===== config.mk =====
export PLATFORM = sky130hd
export DESIGN_NAME = scoreboard
export DESIGN_NICKNAME = d
export VERILOG_FILES = /design/src/rtl/scoreboard_pkg.sv /design/src/rtl/scoreboard_seg7.sv /design/src/rtl/scoreboard.sv
export SDC_FILE = /design/constraint.sdc
export NUM_CORES = 1
export LEC_CHECK = 0
export BUFFER_PORTS_ARGS = -buffer_cell sky130_fd_sc_hd__buf_2
export CAP_MARGIN = 20
export CORE_MARGIN = 5
export CORE_UTILIZATION = 45
export DETAILED_ROUTE_END_ITERATION = 10
export PLACE_DENSITY = 0.75
export SLEW_MARGIN = 10
export SYNTH_ARGS = -nofsm -noshare
export SYNTH_HDL_FRONTEND = slang
export SYNTH_HIERARCHICAL = 1
export SYNTH_SLANG_ARGS = --single-unit

===== constraint.sdc =====
create_clock -name clk -period 2 [get_ports clk]
set_input_delay 0.4 -clock clk [delete_from_list [all_inputs] [get_ports clk]]
set_output_delay 0.4 -clock clk [all_outputs]
set_load 0.01 [all_outputs]

===== src/rtl/scoreboard_pkg.sv =====
// Shared types and segment constants for the tug-of-war match scoreboard.
//   sb_state_t   : match FSM state (PLAY, LEFT_MATCH, RIGHT_MATCH)
//   SEG_*        : active-low {g,f,e,d,c,b,a} patterns for the winner display
//   digit_to_seg : 4-bit value to active-low decimal digit, blank for 10..15
package scoreboard_pkg;

   typedef enum logic [1:0] {
      PLAY        = 2'd0,
      LEFT_MATCH  = 2'd1,
      RIGHT_MATCH = 2'd2
   } sb_state_t;

   localparam logic [6:0] SEG_BLANK = 7'b1111111;
   localparam logic [6:0] SEG_L     = 7'b1000111;
   localparam logic [6:0] SEG_R     = 7'b0101111;

   function automatic logic [6:0] digit_to_seg(input logic [3:0] digit);
      logic [6:0] seg;
      unique case (digit)
         4'd0:    seg = 7'b1000000;
         4'd1:    seg = 7'b1111001;
         4'd2:    seg = 7'b0100100;
         4'd3:    seg = 7'b0110000;
         4'd4:    seg = 7'b0011001;
         4'd5:    seg = 7'b0010010;
         4'd6:    seg = 7'b0000010;
         4'd7:    seg = 7'b1111000;
         4'd8:    seg = 7'b0000000;
         4'd9:    seg = 7'b0010000;
         default: seg = SEG_BLANK;
      endcase
      return seg;
   endfunction

endpackage


===== src/rtl/scoreboard_seg7.sv =====
// seg7: combinational 4-bit to active-low seven-segment decoder.
//   digit_i : value to show (0..9 decoded, 10..15 blank)
//   seg_o   : segments {g,f,e,d,c,b,a}, active low
module seg7
   import scoreboard_pkg::*;
(
   input  logic [3:0] digit_i,
   output logic [6:0] seg_o
);

   always_comb begin
      seg_o = digit_to_seg(digit_i);
   end

endmodule


===== src/rtl/scoreboard.sv =====
// scoreboard: counts round wins per player and latches the match winner.
//   clk        : system clock
//   Reset      : synchronous active-high reset, clears everything
//   leftWon    : one-cycle pulse, left player won a round
//   rightWon   : one-cycle pulse, right player won a round
//   newMatch   : synchronous clear of scores and winner, back to play
//   leftScore  : left round wins, 0..WIN_TARGET
//   rightScore : right round wins, 0..WIN_TARGET
//   matchOver  : a match winner is latched
//   leftMatch  : left won the match
//   rightMatch : right won the match
//   leftHex    : active-low digit for leftScore
//   rightHex   : active-low digit for rightScore
//   winHex     : blank in play, 'L' or 'r' once the match is decided
module scoreboard
   import scoreboard_pkg::*;
#(
   parameter int unsigned WIN_TARGET = 7
) (
   input  logic       clk,
   input  logic       Reset,
   input  logic       leftWon,
   input  logic       rightWon,
   input  logic       newMatch,
   output logic [3:0] leftScore,
   output logic [3:0] rightScore,
   output logic       matchOver,
   output logic       leftMatch,
   output logic       rightMatch,
   output logic [6:0] leftHex,
   output logic [6:0] rightHex,
   output logic [6:0] winHex
);

   localparam logic [3:0] Target = 4'(WIN_TARGET);

   sb_state_t  state_q, state_d;
   logic [3:0] left_score_q, left_score_d;
   logic [3:0] right_score_q, right_score_d;

   // Scores stop at Target because reaching it leaves PLAY, and only PLAY counts.
   always_comb begin
      state_d       = state_q;
      left_score_d  = left_score_q;
      right_score_d = right_score_q;

      if (newMatch) begin
         state_d       = PLAY;
         left_score_d  = 4'd0;
         right_score_d = 4'd0;
      end else if (state_q == PLAY) begin
         if (leftWon && !rightWon) begin
            left_score_d = left_score_q + 4'd1;
            if (left_score_d == Target) begin
               state_d = LEFT_MATCH;
            end
         end else if (rightWon && !leftWon) begin
            right_score_d = right_score_q + 4'd1;
            if (right_score_d == Target) begin
               state_d = RIGHT_MATCH;
            end
         end
         // Both pulses together is an upstream fault: hold.
      end
   end

   always_ff @(posedge clk) begin
      if (Reset) begin
         state_q       <= PLAY;
         left_score_q  <= 4'd0;
         right_score_q <= 4'd0;
      end else begin
         state_q       <= state_d;
         left_score_q  <= left_score_d;
         right_score_q <= right_score_d;
      end
   end

   always_comb begin
      leftScore  = left_score_q;
      rightScore = right_score_q;
      matchOver  = (state_q != PLAY);
      leftMatch  = (state_q == LEFT_MATCH);
      rightMatch = (state_q == RIGHT_MATCH);
      unique case (state_q)
         LEFT_MATCH:  winHex = SEG_L;
         RIGHT_MATCH: winHex = SEG_R;
         default:     winHex = SEG_BLANK;
      endcase
   end

   seg7 u_left_seg (
      .digit_i (left_score_q),
      .seg_o   (leftHex)
   );

   seg7 u_right_seg (
      .digit_i (right_score_q),
      .seg_o   (rightHex)
   );

endmodule


-- After elaboration in Yosys (flattened, before gate mapping)
Memories as Yosys holds them, arrays and structs flattened. A register that Yosys moved wholly into a read port is not among the register bits.
Index checks and enable logic that the tools add are counted.
- flip-flop bits (word level): 10
- bits in read-only memories: 224
- input bits: 5
- output and inout bits: 32
- logic and storage cells: 34
- memories kept: 2
- memories (memory ; depth ; width ; read ports ; clocked after memory_dff ; write ports ; RTL line ; text):
    (name not given) ; 16 ; 7 ; 1 ; 1 ; 0 ; scoreboard_pkg.sv:19 ; unique case (digit)
    (name not given) ; 16 ; 7 ; 1 ; 1 ; 0 ; scoreboard_pkg.sv:19 ;
- add/sub/neg operators: 2
- equal/unequal tests: 5
- multiplexer cells: 9
- bitwise gates (word level): 1
- reductions and logical operators: 12
- operator list (cell ; count):
    $mux 4 ; 4
    $pmux 7 s2 ; 1
    $add 4x1->4 const B ; 2
    $eq 4x3->1 const B ; 2
    $mux 2 ; 4
    $reduce_bool 2->1 ; 3
    $reduce_and 4->1 ; 1
    $reduce_and 3->1 ; 1
    $eq 2x1->1 const B ; 1
    $eq 2x2->1 const B ; 1
    $logic_and 1x1->1 ; 2
    $logic_not 1->1 ; 2
    $logic_not 2->1 ; 1
    $ne 2x1->1 const B ; 1
    $reduce_and 2->1 ; 1
    $reduce_or 2->1 ; 1
    $not 1->1 ; 1

-- Longest topological paths before layout
Gate-level depths: netlist of run 1.
- depth in word-level cells: 6
- mapped depth: 7
- depth with buffers taken out: 6

-- By module
The synthesis of run 1 kept the hierarchy.
- by module, submodules not included (module ; instances ; cells an instance ; area an instance (µm²) ; sequential area each (µm²)):
    scoreboard ; 1 ; 77 ; 679.4 ; 200.2
    seg7 ; 2 ; 33 ; 210.2 ; 0.0

-- Worst setup path after synthesis of run 1
Ideal clock, no wire load.
- kind: reg-to-output
- from: register rightScore[1] (netlist name)
- to: output port rightHex[0]
- arrival time: 1.292 ns
- required time: 1.600 ns
- slack: 0.308 ns
- cell stages (with the launch flop): 6
- buffers on the path: 0
- cells stage by stage: dfxtp_1 -> inv_1 -> ha_1 -> or2_1 -> a21oi_2 -> nor2_1
- RTL lines (item ; RTL line ; text):
    end: declaration ; scoreboard.sv:31 ; output logic [6:0] rightHex,

==> out/results.tsv, run 1 <==
stage	metric	value	unit
run_status	status	complete, no violations	
critical_path	required	1.60	ns
critical_path	start_kind	flop	
clock_tree	cts_root_buf	clkbuf_4	
floorplan	initial_utilization	45.6	%
logic_synthesis	muxShareOfSynthArea	1.82	%
drt	finalWirelength	2280	microns
power	p_int	0.345	mW
logic_synthesis	async_reset_ff_share	0	%
floorplan	die_h	59.4	microns
logic_synthesis	ys_ff_latch	10	
drt	drt_iter0_markers	24	
drt	wl_per_cell	11.1	microns
finish	final_cells	206	
timing	drv_slew	0	
floorplan	rows	18	
critical_path	worst_path_max_delay_cell	dfxtp_4	
clock_tree	cts.clk_slew.worst_paths	0.07	ns
finish	final_core_util	54.4	%
timing	hold_viol	0	
finish	fill_cells	242	
logic_synthesis	syn_avg_cell_area	7.69	sq um
logic_synthesis	synth_compound_area_share	13.9	%
finish	syn2layout_area_growth	19.2	%
drt	num_vias	1000	
power	peakVddDrop	0.237	mV
floorplan	die_w	59.4	microns
critical_path	critPathMaxFanout	8	
drt	vias_per_cell	4.85	
finish	final_nets	203	
clock_tree	insertion_delay	0.28	ns
placement	place.gp.congestion	0.821	
timing	finalSetupViolations	0	
logic_synthesis	syn_inst	143	
logic_synthesis	synth_top_family_by_area	adder cells	
power	p_seq_share	42.9	%
drt	firstDrtPassIters	4	
worst_hold_path	min_path_type	input port to flop	
timing	post-route-period-util	93.6	%
power	powerDensity	362	nW/um^2
timing	rsz0062_at_grt	no	
clock_tree	clock_path_buffers	2	
floorplan	io_pins	37	
placement	place.detailed.hpwl	1780	microns
clock_tree	cts_max_level	1	
critical_path	cp-end-kind	output port	
logic_synthesis	yosysSeqAreaShare	18.2	%
finish	fin_area	1310	sq um
logic_synthesis	synth_xor_xnor_area_share	7.17	%
logic_synthesis	synth_simple_gate_area_share	22.8	%
placement	placed_cell_area	1270	sq um
timing	min_period	1.87	ns
logic_synthesis	yosysWarnings	6	
floorplan	dieArea	3530	sq um
clock_tree	cts.sinks	10	
critical_path	crit_top_cell	o21ai_0	
global_routing	first_global_vias	931	
global_routing	grt_max_degree	16	
logic_synthesis	synth_cell_types	32	
finish	multi_input_area	776	sq um
logic_synthesis	ys.flop_type	dfxtp_1	
timing	fin_tns_setup	0	ns
floorplan	core_area	2410	sq um
global_routing	grt_use_met1	15.9	%
timing	hold_ws	0.409	ns
global_routing	use_met3	2.18	%
drt	antenna_left	0	
power	p_sw_share	27.4	%
global_routing	grt-ovfl-total	0	
placement	numPlacedInstances	202	
power	combPwrFrac	16.8	%
clock_tree	cts_tree	built	
drt	drc_errors	0	
timing	worst_slack	0.128	ns
global_routing	grt_use_total	13.8	%
global_routing	top_usage_layer	met2	
finish	drive_gt1_share	29.0	%
power	power	0.475	mW
timing	fin_skew	0.00307	ns
critical_path	cp_cell_sequence	inv_1 > ha_1 > o21ai_0 > o21ai_0 > buf_2	
critical_path	arrival	1.47	ns
placement	dpl_worst_slack	0.259	ns
logic_synthesis	synth_area	1100	sq um
global_routing	use_met2	24.6	%
finish	num_antenna_cells	0	
clock_tree	numCtsBuffers	3	
global_routing	grt_first_pass_wirelength	3840	microns
critical_path	crit_path_max_incr_delay	0.39	ns
timing	fmax	534	MHz
flow_run	max_cap_viol_count	0	
power	power.leakage	0.632	nW
logic_synthesis	synth-edff-count	0	
finish	seqCellArea	206	sq um
power	power_switching	0.130	mW
critical_path	criticalPathCategory	flop to output port	
power	clock_power_share	40.3	%
global_routing	antenna_found_initial	0	
placement	numPortBuffers	33	
logic_synthesis	synth_adder_area_share	23.9	%
## final timing paths
path	slack, ns	cells past startpoint	endpoint	start
max	0.13	5	leftHex[1]	leftScore[0]
min	0.41	3	state_q[1]	Reset
max reg2reg	0.36	6	state_q[0]	state_q[0]
min reg2reg	0.51	2	state_q[1]	state_q[1]
## power groups by stage
| stage | registers (mW) | clock network (mW) | logic [mW] |
|---|---|---|---|
| 3_5_place_dp | 0.209 | 0 | 0.0804 |
| 4_1_cts | 0.205 | 0.200 | 0.0806 |
| 2_1_floorplan | 0.213 | 0 | 0.0535 |
| 6_report | 0.204 | 0.191 | 0.0800 |
| 5_1_grt | 0.204 | 0.205 | 0.0905 |
| 3_3_place_gp | 0.209 | 0 | 0.0773 |
## state kept, by name, indices dropped and copies added, names as in the netlist
signal and flops:
rightScore 4, leftScore 4, state_q 2
## kinds of logic (layout without fill, tap and decap cells)
family | Yosys count | count (layout)
and+or+nand+nor | 48 | 48
DFF | 10 | 10
AOI/OAI and AO/OA | 26 | 26
xor gates and xnor gates | 9 | 9
muxes | 2 | 2
buffers and inverters | 26 | 57
adders and majority gates | 21 | 21
other | 1 | 3
## Yosys cell counts (3+ instances only)
cell type / count / area, sq um
buf_4: 4 / 30.0
a21oi_1: 6 / 30.0
nand2b_1: 8 / 50.1
dfxtp_1: 10 / 200
nor2_1: 17 / 63.8
nand3_1: 3 / 15.0
xor2_1: 6 / 52.6
o21ai_0: 13 / 65.1
ha_1: 21 / 263
nand2_1: 8 / 30.0
buf_2: 3 / 15.0
xnor2_1: 3 / 26.3
inv_1: 15 / 56.3
## cell type report
type	instances	share of cell area, %
Tap cell	30	2.86
Sequential cell	10	15.7
Clock buffer	4	2.77
Multi-Input combinational cell	109	59.2
Inverter	16	4.58
Timing Repair Buffer	37	14.9
## critical path, delay by kind of cell, from the launching register on
kind | cells | cell delay (ns)
compound gates | 2 | 0.25
fa+ha+maj | 1 | 0.32
buf+inv | 2 | 0.22
flops | 1 | 0.39
## cells in the final DEF (no fill, tap or decap), types with 3 or more instances in the layout
cell type / n
buf_2: 33
ha_1: 21
nor2_1: 17
inv_1: 15
o21ai_0: 13
nand2_1: 8
nand2b_1: 8
dfxtp_1: 7
xor2_1: 6
a21oi_1: 6
buf_4: 4
nand3_1: 3
xnor2_1: 3
conb_1: 3
clkbuf_4: 3
## layer usage
layer  share of wire (%)  routed length (microns)
met5                   0                        0
met4                 1.1                       26
met3                 5.3                      120
met2                  50                     1130
met1                  44                     1000
## what timing repair did
action                                  CTS  global route
setup buffers                             0             0
gates resized for setup                   1             3
hold buffers                              0             0
endpoints found under the hold margin     0             0
endpoints found under the setup margin    1             9
Note: power is estimated with default switching activity, not from simulation.
==> run 2, diff against run 1 <==
==> constraint.sdc (replaced) <==
create_clock -name clk -period 2 [get_ports clk]
set_input_delay 0.1 -clock clk [delete_from_list [all_inputs] [get_ports clk]]
set_output_delay 0.1 -clock clk [all_outputs]
set_load 0.01 [all_outputs]
==> run 2 against run 1 <==
  * Clock skew rose by 0.0070 ns
  * Worst hold slack got worse by 0.31 ns
  * Combinational power fell by 8.4%
  * Non-clock buffer count fell by 2
  * Final cell count fell by 0.97%
  * Fmax rose by 3.1%
  * Register-to-register slack improved by 0.05 ns
  * Wire length fell by 3.1%
  * Total power fell by 0.30%
  * Sequential share of layout area fell by 0.14 points
  * First-iteration DRC count fell by 54%
  * Via count fell by 2.2%
  * Critical path type unchanged
  * Highest routed layer unchanged
==> out/results.tsv, run 2 (same netlist as run 1, synthesis figures left out) <==
stage	metric	value	unit	change
critical_path	crit_path_max_incr_delay	0.53	ns	was 0.39 ns
finish	final_core_util	53.6	%	was 54.4%
drt	finalWirelength	2210	microns	was 2280 microns
power	power	0.474	mW	was 0.475 mW
floorplan	core_area	2410	sq um	unchanged
critical_path	start_kind	flop		unchanged
timing	rsz0062_at_grt	no		unchanged
placement	numPortBuffers	33		unchanged
finish	final_common_cell	buf_2		unchanged
critical_path	worst_path_max_delay_cell	dfxtp_1		was dfxtp_4
clock_tree	cts.sinks	10		unchanged
power	peakVddDrop	0.352	mV	was 0.237 mV
clock_tree	numCtsBuffers	3		unchanged
drt	antenna_left	0		unchanged
clock_tree	cts.clk_slew.worst_paths	0.08	ns	was 0.07 ns
drt	firstDrtPassIters	4		unchanged
global_routing	grt_first_pass_wirelength	3680	microns	was 3840 microns
clock_tree	insertion_delay	0.28	ns	about the same
timing	worst_slack	0.185	ns	was 0.128 ns
drt	num_vias	978		was 1000
timing	fin_skew	0.0101	ns	was 0.00307 ns
power	power.leakage	0.620	nW	was 0.632 nW
drt	vias_per_cell	4.79		was 4.85
finish	final_cells	204		was 206
floorplan	dieArea	3530	sq um	unchanged
flow_run	max_cap_viol_count	0		unchanged
clock_tree	cts_root_buf	clkbuf_4		unchanged
clock_tree	cts_tree	built		unchanged
floorplan	io_pins	37		unchanged
timing	finalSetupViolations	0		unchanged
finish	mostFrequentLayoutCells	buf_2, ha_1, nor2_1		unchanged
finish	drive_gt1_share	27.0	%	was 29.0%
timing	fmax	551	MHz	was 534 MHz
drt	drt_iter0_markers	11		was 24
critical_path	required	1.90	ns	was 1.60 ns
timing	fin_tns_setup	0	ns	unchanged
timing	post-route-period-util	90.8	%	was 93.6%
drt	drc_errors	0		unchanged
critical_path	critPathMaxFanout	11		was 8
floorplan	initial_utilization	45.6	%	unchanged
clock_tree	clock_path_buffers	2		unchanged
critical_path	criticalPathCategory	flop to output port		unchanged
floorplan	rows	18		unchanged
placement	dpl_worst_slack	0.414	ns	was 0.259 ns
finish	num_antenna_cells	0		unchanged
global_routing	first_global_vias	898		was 931
critical_path	r2r_slack	0.41	ns	was 0.36 ns
timing	hold_viol	0		unchanged
global_routing	antenna_found_initial	0		unchanged
timing	min_period	1.82	ns	was 1.87 ns
placement	place.detailed.hpwl	1720	microns	was 1780 microns
worst_hold_path	min_path_type	input port to flop		unchanged
clock_tree	cts_max_level	1		unchanged
placement	place.gp.congestion	0.788		was 0.821
placement	numPlacedInstances	200		was 202
run_status	status	complete, no violations		unchanged
global_routing	grt_max_degree	16		unchanged
floorplan	die_h	59.4	microns	unchanged
critical_path	arrival	1.72	ns	was 1.47 ns
finish	syn2layout_area_growth	17.4	%	was 19.2%
power	powerDensity	367	nW/um^2	was 362 nW/um^2
critical_path	cp_cell_sequence	inv_1 > ha_1 > or2_1 > a21oi_2 > a31oi_1 > buf_2		was inv_1 > ha_1 > o21ai_0 > o21ai_0 > buf_2
critical_path	cp-end-kind	output port		unchanged
global_routing	grt_use_total	13.4	%	was 13.8%
floorplan	die_w	59.4	microns	unchanged
clock_tree	cts_hold_buffers	0		unchanged
finish	final_nets	201		was 203
timing	drv_slew	0		unchanged
drt	wl_per_cell	10.8	microns	was 11.1 microns
global_routing	grt-ovfl-total	0		unchanged
[run 2: cell types whose count changed in the layout (fill, tap and decap cells not counted), sizes merged]
cell and change:
buf -2
[run 2: per-stage QoR]
stage                     hold WS (ns)  instance area [sq um]
after detailed placement         0.398                   1250
after global routing             0.120                   1290
after floorplan                  0.279                   1110
final                           0.0991                   1290
after CTS                        0.104                   1290
after global placement           0.388                   1250
[run 2: power breakdown]
group	leakage, nW	switching [mW]	internal, mW
sequential	0.0813	0.00714	0.202
combinational	0.518	0.0424	0.0310
clock	0.0210	0.0807	0.111
[run 2: final cells by class]
type | instances | area [sq um]
Multi-Input combinational cell | 109 | 776
Clock buffer | 4 | 36.3
Fill cell | 220 | 1120
Timing Repair Buffer | 35 | 180
Sequential cell | 10 | 201
Inverter | 16 | 60.1
Tap cell | 30 | 37.5
[run 2: timing repair]
action	in CTS	in global routing
buffers inserted	0	0
resized for setup	0	1
endpoints found under the setup margin	0	2
[run 2: path summary, 6_finish.rpt]
check                     from          to  cells after the start
hold reg to reg     state_q[0]  state_q[0]                      2
hold / removal           Reset  state_q[1]                      3
setup reg to reg    state_q[0]  state_q[0]                      6
setup / recovery  leftScore[1]  leftHex[3]                      6
[run 2: critical path: cells and delay by family (launching register included)]
family / cells / cell delay, ns
flip-flops: 1 / 0.53
AO/OA/AOI/OAI: 2 / 0.20
AND/OR/NAND/NOR: 1 / 0.22
buffers and inverters: 2 / 0.29
adder cells (fa/ha/maj): 1 / 0.20
[run 2: layer usage]
| metal | global-route usage (%) | part of all wire, % |
|---|---|---|
| met5 | 0 | 0 |
| met3 | 3.05 | 6.0 |
| met1 | 15.9 | 44 |
| met4 | 6.47 | 2.4 |
| met2 | 22.5 | 48 |
==> run 3, diff against run 2 <==
Settings changed: CORE_UTILIZATION 45 to 44, PLACE_DENSITY 0.75 to 0.76.
Clock period 2 ns to 1.5 ns, I/O delays scaled along.
==> run 3 against run 2 <==
  * The flow now finishes with violations (negative setup slack)
  * Clock skew fell by 0.0078 ns
  * Sequential cell count did not move
  * Non-clock buffer count rose by 12
  * Final cell count rose by 5.9%
  * Final area rose by 15%
  * Global-route usage rose by 1.0 points
  * Via count rose by 7.9%
  * Setup slack got worse by 0.19 ns
  * Die area rose by 1.9%
  * Count of clock-buffer cells in the layout did not move
  * First-iteration DRC count rose to 2.5 times the previous value
  * Sequential power rose by 28%
  * Largest power group unchanged
==> out/results.tsv, run 3 (same netlist as run 1, synthesis figures left out) <==
stage	metric	value	unit	change
critical_path	cp-end-kind	output port		unchanged
timing	fmax	662	MHz	
critical_path	arrival	1.44	ns	was 1.72 ns
finish	mostFrequentLayoutCells	buf_2, nor2_1, ha_1		was buf_2, ha_1, nor2_1
finish	fill_cells	223		was 220
drt	drc_errors	0		unchanged
drt	finalWirelength	2660	microns	was 2210 microns
floorplan	dieArea	3600	sq um	was 3530 sq um
drt	drt_iter0_markers	28		was 11
timing	worst_slack	-0.0103	ns	was 0.185 ns
power	peakVddDrop	0.368	mV	was 0.352 mV
drt	vias_per_cell	4.88		was 4.79
global_routing	grt_first_pass_wirelength	4150	microns	was 3680 microns
global_routing	first_global_vias	1020		was 898
flow_run	max_cap_viol_count	0		unchanged
power	clock_power_share	38.5	%	was 40.4%
global_routing	grt_use_total	14.4	%	was 13.4%
floorplan	core_area	2430	sq um	was 2410 sq um
finish	drive_gt1_share	40.3	%	was 27.0%
clock_tree	numCtsBuffers	3		unchanged
global_routing	grt-ovfl-total	0		unchanged
timing	finalSetupViolations	3		was 0
clock_tree	clock_path_buffers	2		unchanged
finish	final_nets	213		was 201
timing	min_period	1.51	ns	
finish	num_antenna_cells	0		unchanged
drt	antenna_left	0		unchanged
placement	place.detailed.hpwl	1910	microns	was 1720 microns
global_routing	grt_max_degree	16		unchanged
power	p_sw_share	27.4	%	was 27.5%
timing	fin_tns_setup	-0.0176	ns	was 0 ns
clock_tree	cts_root_buf	clkbuf_4		unchanged
floorplan	rows	18		unchanged
run_status	status	finished, violations left		was complete, no violations
critical_path	reg2regPathDepth	6		unchanged
timing	post-route-period-util	101	%	
timing	rsz0062_at_grt	yes		was no
power	power_switching	0.175	mW	was 0.130 mW
placement	place.gp.congestion	0.756		was 0.788
drt	num_vias	1055		was 978
drt	wl_per_cell	12.3	microns	was 10.8 microns
worst_hold_path	min_path_type	input port to flop		unchanged
power	power.leakage	0.698	nW	was 0.620 nW
floorplan	io_pins	37		unchanged
power	combPwrFrac	19.9	%	was 15.5%
power	p_seq_share	41.7	%	was 44.1%
clock_tree	cts_max_level	1		unchanged
critical_path	criticalPathCategory	flop to output port		unchanged
timing	drv_slew	0		unchanged
clock_tree	cts_tree	built		unchanged
clock_tree	cts.clk_slew.worst_paths	0.07	ns	was 0.08 ns
floorplan	die_h	60.0	microns	was 59.4 microns
floorplan	initial_utilization	45.2	%	was 45.6%
floorplan	die_w	60.0	microns	was 59.4 microns
critical_path	start_kind	flop		unchanged
critical_path	required	1.42	ns	was 1.90 ns
placement	dpl_worst_slack	-0.00571	ns	was 0.414 ns
global_routing	antenna_found_initial	0		unchanged
critical_path	critPathMaxFanout	4		was 11
clock_tree	cts.sinks	10		unchanged
power	powerDensity	432	nW/um^2	was 367 nW/um^2
placement	numPortBuffers	33		unchanged
clock_tree	cts_hold_buffers	0		unchanged
worst_hold_path	hold_depth	3		unchanged
power	p_int	0.465	mW	was 0.343 mW
run_status	violations	negative setup slack		
clock_tree	insertion_delay	0.27	ns	was 0.28 ns
drt	firstDrtPassIters	4		unchanged
finish	final_common_cell	buf_2		unchanged
finish	syn2layout_area_growth	34.6	%	was 17.4%
timing	hold_viol	0		unchanged
timing	fin_skew	0.00231	ns	was 0.0101 ns
## run 3: cell types whose count changed in the layout (fill, tap and decap cells not counted), moves of 2 or more
cell | previous run | this run
ha_1 | 21 | 16
buf_4 | 2 | 12
buf_6 | 0 | 2
inv_4 | 0 | 2
o21ai_0 | 13 | 8
ha_2 | 0 | 2
o21ai_1 | 0 | 5
dfxtp_4 | 0 | 6
dfxtp_1 | 9 | 4
inv_1 | 15 | 13
ha_4 | 0 | 3
## run 3: critical path: stages (launching register included)
cell and delay [ns]:
dfxtp_4 0.38, inv_4 0.05, ha_4 0.14, or2_4 0.23
a21oi_4 0.16, a31oi_1 0.06, buf_2 0.15
## run 3: repair_timing
item	in CTS	in global routing
buffers inserted	4	2
cloned	0	0
pin swaps	6	5
endpoints found under the hold margin	0	0
endpoints found under the setup margin	15	13
resized for setup	18	18
## run 3: per-layer routing
layer	vias up	track usage [%]	wire (microns)
met3	2	2.81	140
met5	-	0	0
met2	28	26.4	1330
met1	478	17.2	1160
li1	547	-	-
met4	0	2.85	27
## run 3: final cells by class
| class | count | area (sq um) | area share, % |
|---|---|---|---|
| tap | 30 | 37.5 | 2.54 |
| inverter | 16 | 65.1 | 4.40 |
| clock buffer | 4 | 36.3 | 2.45 |
| multi-input combinational | 109 | 841 | 56.8 |
| timing repair buffer | 47 | 278 | 18.8 |
| sequential | 10 | 223 | 15.0 |
## run 3: final timing paths
path,from,to,slack (ns)
worst min register to register,leftScore[3],leftScore[3],0.58
worst max register to register,leftScore[0],state_q[0],-0.01
worst max-delay path,leftScore[1],leftHex[3],-0.01
worst min-delay path,Reset,state_q[1],0.11
## run 3: through the flow
step | util [%] | hold WS (ns) | instances | area (sq um) | power, mW
4_1_cts | 57.7 | 0.103 | 214 | 1400 | 0.639
5_1_grt | 60.9 | 0.124 | 216 | 1480 | 0.675
3_5_place_dp | 53.4 | 0.393 | 206 | 1300 | 0.387
6_report | 60.9 | 0.107 | 216 | 1480 | 0.640
3_3_place_gp | 53.4 | 0.368 | 206 | 1300 | 0.383
2_1_floorplan | - | 0.254 | 145 | 1110 | 0.355
## run 3: power by group through the flow
stage                     sequential, mW  combinational (mW)  clock (mW)
after floorplan                    0.284              0.0713           0
after global placement             0.282               0.100           0
after detailed placement           0.283               0.105           0
after CTS                          0.269               0.115       0.255
after global routing               0.268               0.141       0.266
final                              0.267               0.127       0.246
